**config.mk**
```make
export PLATFORM = sky130hd
export DESIGN_NAME = pipe_ctrl
export DESIGN_NICKNAME = d
export VERILOG_FILES = /design/src/rtl/pipe_ctrl.sv
export SDC_FILE = /design/constraint.sdc
export NUM_CORES = 1
export LEC_CHECK = 0
export ABC_AREA = 0
export CAP_MARGIN = 20
export CORE_ASPECT_RATIO = 0.7
export CORE_MARGIN = 2
export CORE_UTILIZATION = 40
export CTS_CLUSTER_DIAMETER = 50
export DETAILED_ROUTE_END_ITERATION = 10
export GPL_ROUTABILITY_DRIVEN = 0
export PLACE_DENSITY = 0.79
export SYNTH_ARGS = -nofsm -noshare
export SYNTH_HDL_FRONTEND = slang
export SYNTH_SLANG_ARGS = --single-unit
export TNS_END_PERCENT = 30
```
**constraint.sdc**
```tcl
create_clock -name clk -period 1.75 [get_ports clk]
set_input_delay 0.175 -clock clk [delete_from_list [all_inputs] [get_ports clk]]
set_output_delay 0.175 -clock clk [all_outputs]
set_load 0.02 [all_outputs]
```
**src/rtl/pipe_ctrl.sv**
```systemverilog
// ---------------------------------------------------------------------------
// PipeCtrl (module pipe_ctrl) - pipeline hazard / hold / flush controller
//
// Watches the decode and execute stages and produces the per-stage hold
// vector, the pipeline flush strobe and the multi-cycle completion pulse.
// It also counts the load-use stall cycles it has inserted.
//
// Ports
//   clk             pipeline clock, all state updates on the rising edge
//   rst             synchronous active-high reset
//   id_reg1_read    decode stage reads register port 1
//   id_reg1_addr    decode stage register port 1 address (5 bits)
//   id_reg2_read    decode stage reads register port 2
//   id_reg2_addr    decode stage register port 2 address (5 bits)
//   ex_is_load      execute-stage instruction is a load
//   ex_wreg         execute-stage instruction writes a register
//   ex_wd           execute-stage destination register (5 bits)
//   mc_start        execute stage begins a multi-cycle operation
//   mc_cycles       total hold cycles N of that operation (6 bits)
//   flush_req       request to flush the pipeline
//   stall           hold vector {WB,MEM,EX,ID,IF,PC}, 1 = hold stage
//   flush           clear all pipeline registers this cycle
//   mc_done         pulse in the last hold cycle of a multi-cycle operation
//   load_stall_cnt  saturating count of load-use stall cycles (16 bits)
// ---------------------------------------------------------------------------
module pipe_ctrl (
  input  logic        clk,
  input  logic        rst,
  input  logic        id_reg1_read,
  input  logic        id_reg2_read,
  input  logic [4:0]  id_reg1_addr,
  input  logic [4:0]  id_reg2_addr,
  input  logic        ex_is_load,
  input  logic        ex_wreg,
  input  logic [4:0]  ex_wd,
  input  logic        mc_start,
  input  logic [5:0]  mc_cycles,
  input  logic        flush_req,
  output logic [5:0]  stall,
  output logic        flush,
  output logic        mc_done,
  output logic [15:0] load_stall_cnt
);

  typedef enum logic [1:0] {
    S_IDLE  = 2'd0,
    S_MC    = 2'd1,
    S_FLUSH = 2'd2
  } stateT;

  // Hold patterns: a held stage always holds every earlier stage too.
  localparam logic [5:0] STALL_LOAD_USE = 6'b000111;
  localparam logic [5:0] STALL_MC       = 6'b001111;

  stateT       r_state;
  logic [5:0]  r_cnt;
  logic [15:0] r_loadStallCnt;
  logic        w_hazard;

  // A load in EX whose result is needed by the instruction in ID.
  // Register 0 is never a real dependency.
  assign w_hazard = ex_is_load && ex_wreg && (ex_wd != 5'd0) &&
                    ((id_reg1_read && (id_reg1_addr == ex_wd)) ||
                     (id_reg2_read && (id_reg2_addr == ex_wd)));

  assign load_stall_cnt = r_loadStallCnt;

  // State, hold counter and stall statistics. r_cnt holds the number of
  // remaining hold cycles in S_MC, including the current one.
  always_ff @(posedge clk) begin
    if (rst) begin
      r_state        <= S_IDLE;
      r_cnt          <= 6'd0;
      r_loadStallCnt <= 16'd0;
    end else begin
      case (r_state)
        S_IDLE: begin
          if (flush_req) begin
            r_state <= S_FLUSH;
            r_cnt   <= 6'd0;
          end else if (mc_start) begin
            // N of 0 or 1 completes without leaving S_IDLE.
            if (mc_cycles >= 6'd2) begin
              r_state <= S_MC;
              r_cnt   <= mc_cycles - 6'd1;
            end
          end else if (w_hazard) begin
            if (r_loadStallCnt != 16'hFFFF)
              r_loadStallCnt <= r_loadStallCnt + 16'd1;
          end
        end
        S_MC: begin
          if (flush_req) begin
            r_state <= S_FLUSH;
            r_cnt   <= 6'd0;
          end else if (r_cnt == 6'd1) begin
            r_state <= S_IDLE;
            r_cnt   <= 6'd0;
          end else begin
            r_cnt <= r_cnt - 6'd1;
          end
        end
        S_FLUSH: begin
          r_cnt <= 6'd0;
          if (flush_req)
            r_state <= S_FLUSH;
          else
            r_state <= S_IDLE;
        end
        default: begin
          r_state <= S_IDLE;
          r_cnt   <= 6'd0;
        end
      endcase
    end
  end

  // Outputs must react in the same cycle as the hazard or mc_start, so they
  // are decoded from the current state and inputs rather than registered.
  always_comb begin
    stall   = 6'b000000;
    flush   = 1'b0;
    mc_done = 1'b0;
    if (!rst) begin
      case (r_state)
        S_IDLE: begin
          if (flush_req) begin
            stall = 6'b000000;
          end else if (mc_start) begin
            if (mc_cycles != 6'd0)
              stall = STALL_MC;
            if (mc_cycles == 6'd1)
              mc_done = 1'b1;
          end else if (w_hazard) begin
            stall = STALL_LOAD_USE;
          end
        end
        S_MC: begin
          stall = STALL_MC;
          // A flush arriving in the last hold cycle aborts the operation.
          if (!flush_req && (r_cnt == 6'd1))
            mc_done = 1'b1;
        end
        S_FLUSH: begin
          flush = 1'b1;
        end
        default: begin
          stall = 6'b000000;
        end
      endcase
    end
  end

endmodule

```
Word-level counts from Yosys, hierarchy flattened
Cells that the tools add are included.
- register bits after elaboration: 24
- input port bits: 29
- output and inout port bits: 24
- add/subtract/negate cells: 3
- magnitude comparators: 1
- eq/ne operators: 10
- multiplexer cells: 27
- bitwise operators: 2
- reduce and logical (&&, ||, !) cells: 14
- operator list (kind ; number):
    $mux W6 ; 8
    $pmux W6 S2 ; 2
    $add A16 B1 Y16 const B ; 1
    $ne A16 B16 Y1 const B ; 1
    $eq A6 B1 Y1 const B ; 2
    $mux W2 ; 6
    $sub A6 B1 Y6 const B ; 2
    $eq A5 B5 Y1 ; 2
    $ne A3 B3 Y1 const B ; 3
    $mux W1 ; 7
    $ge A6 B2 Y1 const B ; 1
    $logic_and A1 B1 Y1 ; 6
    $pmux W2 S3 ; 1
    $reduce_bool A6 Y1 ; 1
    $reduce_and A5 Y1 ; 1
    $reduce_bool A5 Y1 ; 1
    $mux W4 ; 1
    $mux W3 ; 1
    $reduce_and A3 Y1 ; 1
    $eq A2 B1 Y1 const B ; 1
    $eq A2 B2 Y1 const B ; 1
    $logic_not A2 Y1 ; 1
    $not A1 Y1 ; 2
    $pmux W1 S2 ; 1
    other kinds (3) ; 3

Depth between registers and ports, before layout
- depth after elaboration: 9
- depth in mapped cells: 9

Worst setup path after synthesis
No wires, ideal clock.
- kind: reg-to-output
- from: register r_state[0]
- to: output port stall[1]
- arrival: 1871 ps
- data required time: 1575 ps
- slack: -296 ps
- stages on the path, launching flop included: 8
- cell sequence: dfxtp_1 > inv_1 > ha_1 > clkbuf_1 > nor2b_1 > a31oi_1 > o22ai_1 > buf_4
- word-level cells in the longest chain between the ends: 3
- elaborated cells between the ends (all ways): 4
- classes of those cells: 1 x eq/ne; 2 x mux; 1 x reduce/logical
- ends and longest elaborated chain (what ; line ; RTL):
    start, declared ; 55 ; stateT r_state;
    start signal, assigned ; 72 ; r_state <= S_IDLE;
    start signal, assigned ; 79 ; r_state <= S_FLUSH;
    start signal, assigned ; 84 ; r_state <= S_MC;
    $eq A2 B1 Y1 / $logic_not A2 Y1 (equally long branches) ; 125 ; case (r_state)
    $pmux W6 S2 * ; 125 ;
    $mux W6 * ; 124 ; if (!rst) begin
    end, declared ; 39 ; output logic [5:0] stall,
Every way passes the cells marked *; elsewhere a longest branch is shown, timed or not.

Worst setup path in the final report
- from: register r_loadStallCnt[3] (netlist: load_stall_cnt[3])
- to: register r_loadStallCnt[14] (netlist: load_stall_cnt[14])
- word-level cells in the longest chain between the ends: 2
- elaborated cells between the ends (all ways): 3
- classes of those cells: 1 x add/sub; 1 x eq/ne; 1 x reduce/logical
- ends and longest elaborated chain (what ; line ; RTL):
    start, declared ; 57 ; logic [15:0] r_loadStallCnt;
    start signal, assigned ; 89 ; r_loadStallCnt <= r_loadStallCnt + 16'd1;
    parallel branches: the longest is 2 deep, another holds $add A16 B1 Y16 ; - ;
Parallel ways; which one is timed is not known.
A chain may end at the register's enable or synchronous reset.

==> impl_metrics.csv <==
group,metric,value,unit
sta,final_report_hold_violation_count,0,
worst_setup_path,timing.critical_path.from,"load_stall_cnt[3]$_SDFFE_PP0P_",
clocking,insertion_delay_of_the_later_clocked_pin_in_the_worst_skew_pair,0.27,ns
sta,finalCritPeriodShare,102,%
route,postRouteAntennaNets,0,
worst_setup_path,critical_path.endpoint,"load_stall_cnt[14]$_SDFFE_PP0P_",
worst_setup_path,critical_path_class,"reg -> reg",
worst_setup_path,crit_slowest_cell,"or4_1",
sta,worst_clock_skew,0.00349,ns
pwr,power_per_cell_area,462,nW/µm²
synth,synthFlopType,"dfxtp_1",
die,io_pins,53,
sta,rsz_0062_raised_after_global_routing,"yes",
synth,synthesis_warning_total,0,
synth,netlist_instances,229,
sta,finalHoldWorstSlack,0.507,ns
worst_setup_path,worstPathArrival,1.98,ns
sta,max_clock_freq,0.561,GHz
clocking,cts_tree,"built",
worst_setup_path,r2r_start,"load_stall_cnt[3]$_SDFFE_PP0P_",
global_route,via_count_of_the_first_global_routing_pass,2016,
pwr,vdd_drop_max,352,µV
die,die_width,83.8,µm
route,postRouteWirelength,6.24,mm
finish,layout_commonest_cell,"buf_4",
global_route,globalRouteTotalUtil,23.1,%
synth,synth-edff-count,0,
global_route,antenna_violations_before_repair,0,
global_route,globalRoute.totalOverflow,0,
synth,yosysUniqueCellTypes,47,
worst_setup_path,critical-path-max-stage-delay,0.44,ns
status,status,"finished, violations left",
die,core_area,4300,µm²
synth,avgSynthCellArea,7.79,µm²
hold_path,timing.hold.worst.class,"reg -> reg",
global_route,grt_max_degree,28,
global_route,grt_first_pass_wirelength,9.32,mm
sta,fin_crit,1.78,ns
clocking,clkSinkCount,24,
finish,layout_cells_sized_above_1,36.9,%
placed_design,dpl_wire_length,3.97,mm
route,detailroute.via_count,2257,
worst_setup_path,r2r_end,"load_stall_cnt[14]$_SDFFE_PP0P_",
clocking,clock-root-buffer,"clkbuf_8",
worst_setup_path,timing.critical_path.cells,"and4_4 > and2_1 > nand4_1 > buf_4 > or4_1 > a21oi_1",
finish,post_layout_nonfiller_instances,391,
synth,post_synthesis_cell_area,1780,µm²
route,viasPerCell,5.77,
synth,synth_sequential_area_ratio,26.9,%
placed_design,placement.setup.worst_slack,-0.739,ns
placed_design,placement.io_buffers,50,
die,floorplan.rows,20,
route,drt_first_iter_violations,204,
job,drv.max_cap_violation_count,0,
worst_setup_path,reg2reg_slack,-0.03,ns
sta,worst_slack,-0.0333,ns
synth,postSynthRegisterBits,24,
worst_setup_path,start_kind,"flip-flop",
sta,drv_slew,0,
synth,synthArstFlopShare,0,%
sta,setup_viol,4,
die,die-area,5020,µm²
clocking,ctsHtreeMaxLevel,1,
route,routed_len_inst,16.0,µm
die,die_h,59.9,µm
clocking,cts-buffers-inserted,3,
route,route.detailed.drc,0,
clocking,hold_buffers,0,
die,start_util,41.4,%
worst_setup_path,rr_worst_depth,6,
finish,area_added_between_synthesis_and_finish,71.0,%
finish,final_util,70.8,%
pwr,cellLeakagePower,1.27,nW
worst_setup_path,endpoint_kind,"flip-flop",
status,violations,"negative setup slack",
finish,diodes,0,
worst_setup_path,timing.critical_path.required,1.95,ns
clocking,path_clk_slew,0.08,ns
placed_design,placedCellCount,379,
clocking,cts_max_path_buffers,2,
worst_setup_path,cp_max_fo,4,
route,detailedRoute.firstPassIterationCount,5,
finish,final_cell_mix,"buf_4, clkdlybuf4s50_1, dfxtp_1, nor2_1, a21oi_1",
finish,nets_finish,377,
synth_stat cells, types with 2 or more instances:
cell type	count	area (µm²)
buf_4	4	30.0
xor2_1	8	70.1
nor2_1	18	67.6
buf_2	3	15.0
nand4_1	8	50.1
and3_1	3	18.8
nor4_1	4	25.0
a21oi_1	22	110
inv_1	8	30.0
ha_1	10	125
o31ai_1	10	75.1
nor3_1	4	20.0
o21ai_0	12	60.1
nor2b_1	5	31.3
or4_1	10	75.1
nand2_1	17	63.8
a22oi_1	2	15.0
nand3_1	6	30.0
xnor2_1	4	35.0
clkbuf_1	7	26.3
and4_1	4	35.0
nor3b_1	2	15.0
dfxtp_1	24	480
or3_1	5	31.3
o32ai_1	2	17.5
nand2b_1	6	37.5
flip-flops by register name, indices dropped and copies added, names as in the netlist:
signal and flops:
load_stall_cnt 16, r_state 2, r_cnt 6
critical path, delay by kind of cell, from the launching register on:
family | cells | cell delay, ns
AO/OA/AOI/OAI | 1 | 0.17
buffers and inverters | 1 | 0.18
flip-flops | 1 | 0.36
AND/OR/NAND/NOR | 4 | 1.00
timing repair:
item | in CTS | in global routing
pin swaps | 23 | 16
gates resized for setup | 80 | 51
setup endpoints to repair | 23 | 29
gates cloned | 1 | 1
setup buffers | 4 | 3
layout make-up:
| type | count | area (µm²) |
|---|---|---|
| multi-input combinational | 183 | 1420 |
| clock buffer | 3 | 41.3 |
| fill | 317 | 1250 |
| timing repair buffer | 118 | 1010 |
| sequential | 24 | 484 |
| inverter | 8 | 30.0 |
| tap | 55 | 68.8 |
logic make-up (layout without fill, tap and decap cells):
| group | after synthesis | count (layout) | synth area share, % |
|---|---|---|---|
| other | 1 | 2 | 0.210 |
| flip-flops | 24 | 24 | 26.9 |
| adder cells (fa/ha/maj) | 10 | 10 | 7.02 |
| AO/OA/AOI/OAI | 58 | 58 | 20.5 |
| XOR/XNOR | 12 | 12 | 5.89 |
| AND/OR/NAND/NOR | 98 | 98 | 31.3 |
| buffers and inverters | 23 | 129 | 6.32 |
| multiplexers | 3 | 3 | 1.82 |
per-layer routing:
layer | GRT usage, % | vias to the layer above | share of wire, %
met5 | 0 | - | 0
met4 | 5.76 | 0 | 2.4
met3 | 3.87 | 21 | 7.6
met2 | 38.2 | 125 | 46
met1 | 32.0 | 1053 | 44
li1 | - | 1058 | -
worst min-delay path by stage:
stage,startpoint,end,slack [ns],cells after the start
after floorplan,rst,load_stall_cnt[1]$_SDFFE_PP0P_,0.36,2
after global placement,r_cnt[5]$_SDFFE_PP0P_,r_cnt[5]$_SDFFE_PP0P_,0.48,2
after detailed placement,r_cnt[5]$_SDFFE_PP0P_,r_cnt[5]$_SDFFE_PP0P_,0.49,2
after CTS,load_stall_cnt[13]$_SDFFE_PP0P_,load_stall_cnt[13]$_SDFFE_PP0P_,0.51,2
after global routing,load_stall_cnt[13]$_SDFFE_PP0P_,load_stall_cnt[13]$_SDFFE_PP0P_,0.54,2
final,r_cnt[5]$_SDFFE_PP0P_,r_cnt[5]$_SDFFE_PP0P_,0.51,2
through the flow:
stage	area, µm²	total power, mW	setup TNS, ns
4_1_cts	2900	1.35	-0.0885
3_3_place_gp	2740	1.01	-12.58
2_1_floorplan	1810	0.810	-0.0214
3_5_place_dp	2740	1.02	-14.71
5_1_grt	3050	1.48	-0.645
6_report	3050	1.41	-0.0656
power by group:
| group | internal [mW] | switching, mW | total, mW | leakage [nW] |
|---|---|---|---|---|
| sequential | 0.562 | 0.00929 | 0.571 | 0.196 |
| combinational | 0.251 | 0.255 | 0.506 | 1.05 |
| clock | 0.154 | 0.178 | 0.332 | 0.0216 |
Note: power is estimated with default switching activity, not from simulation.
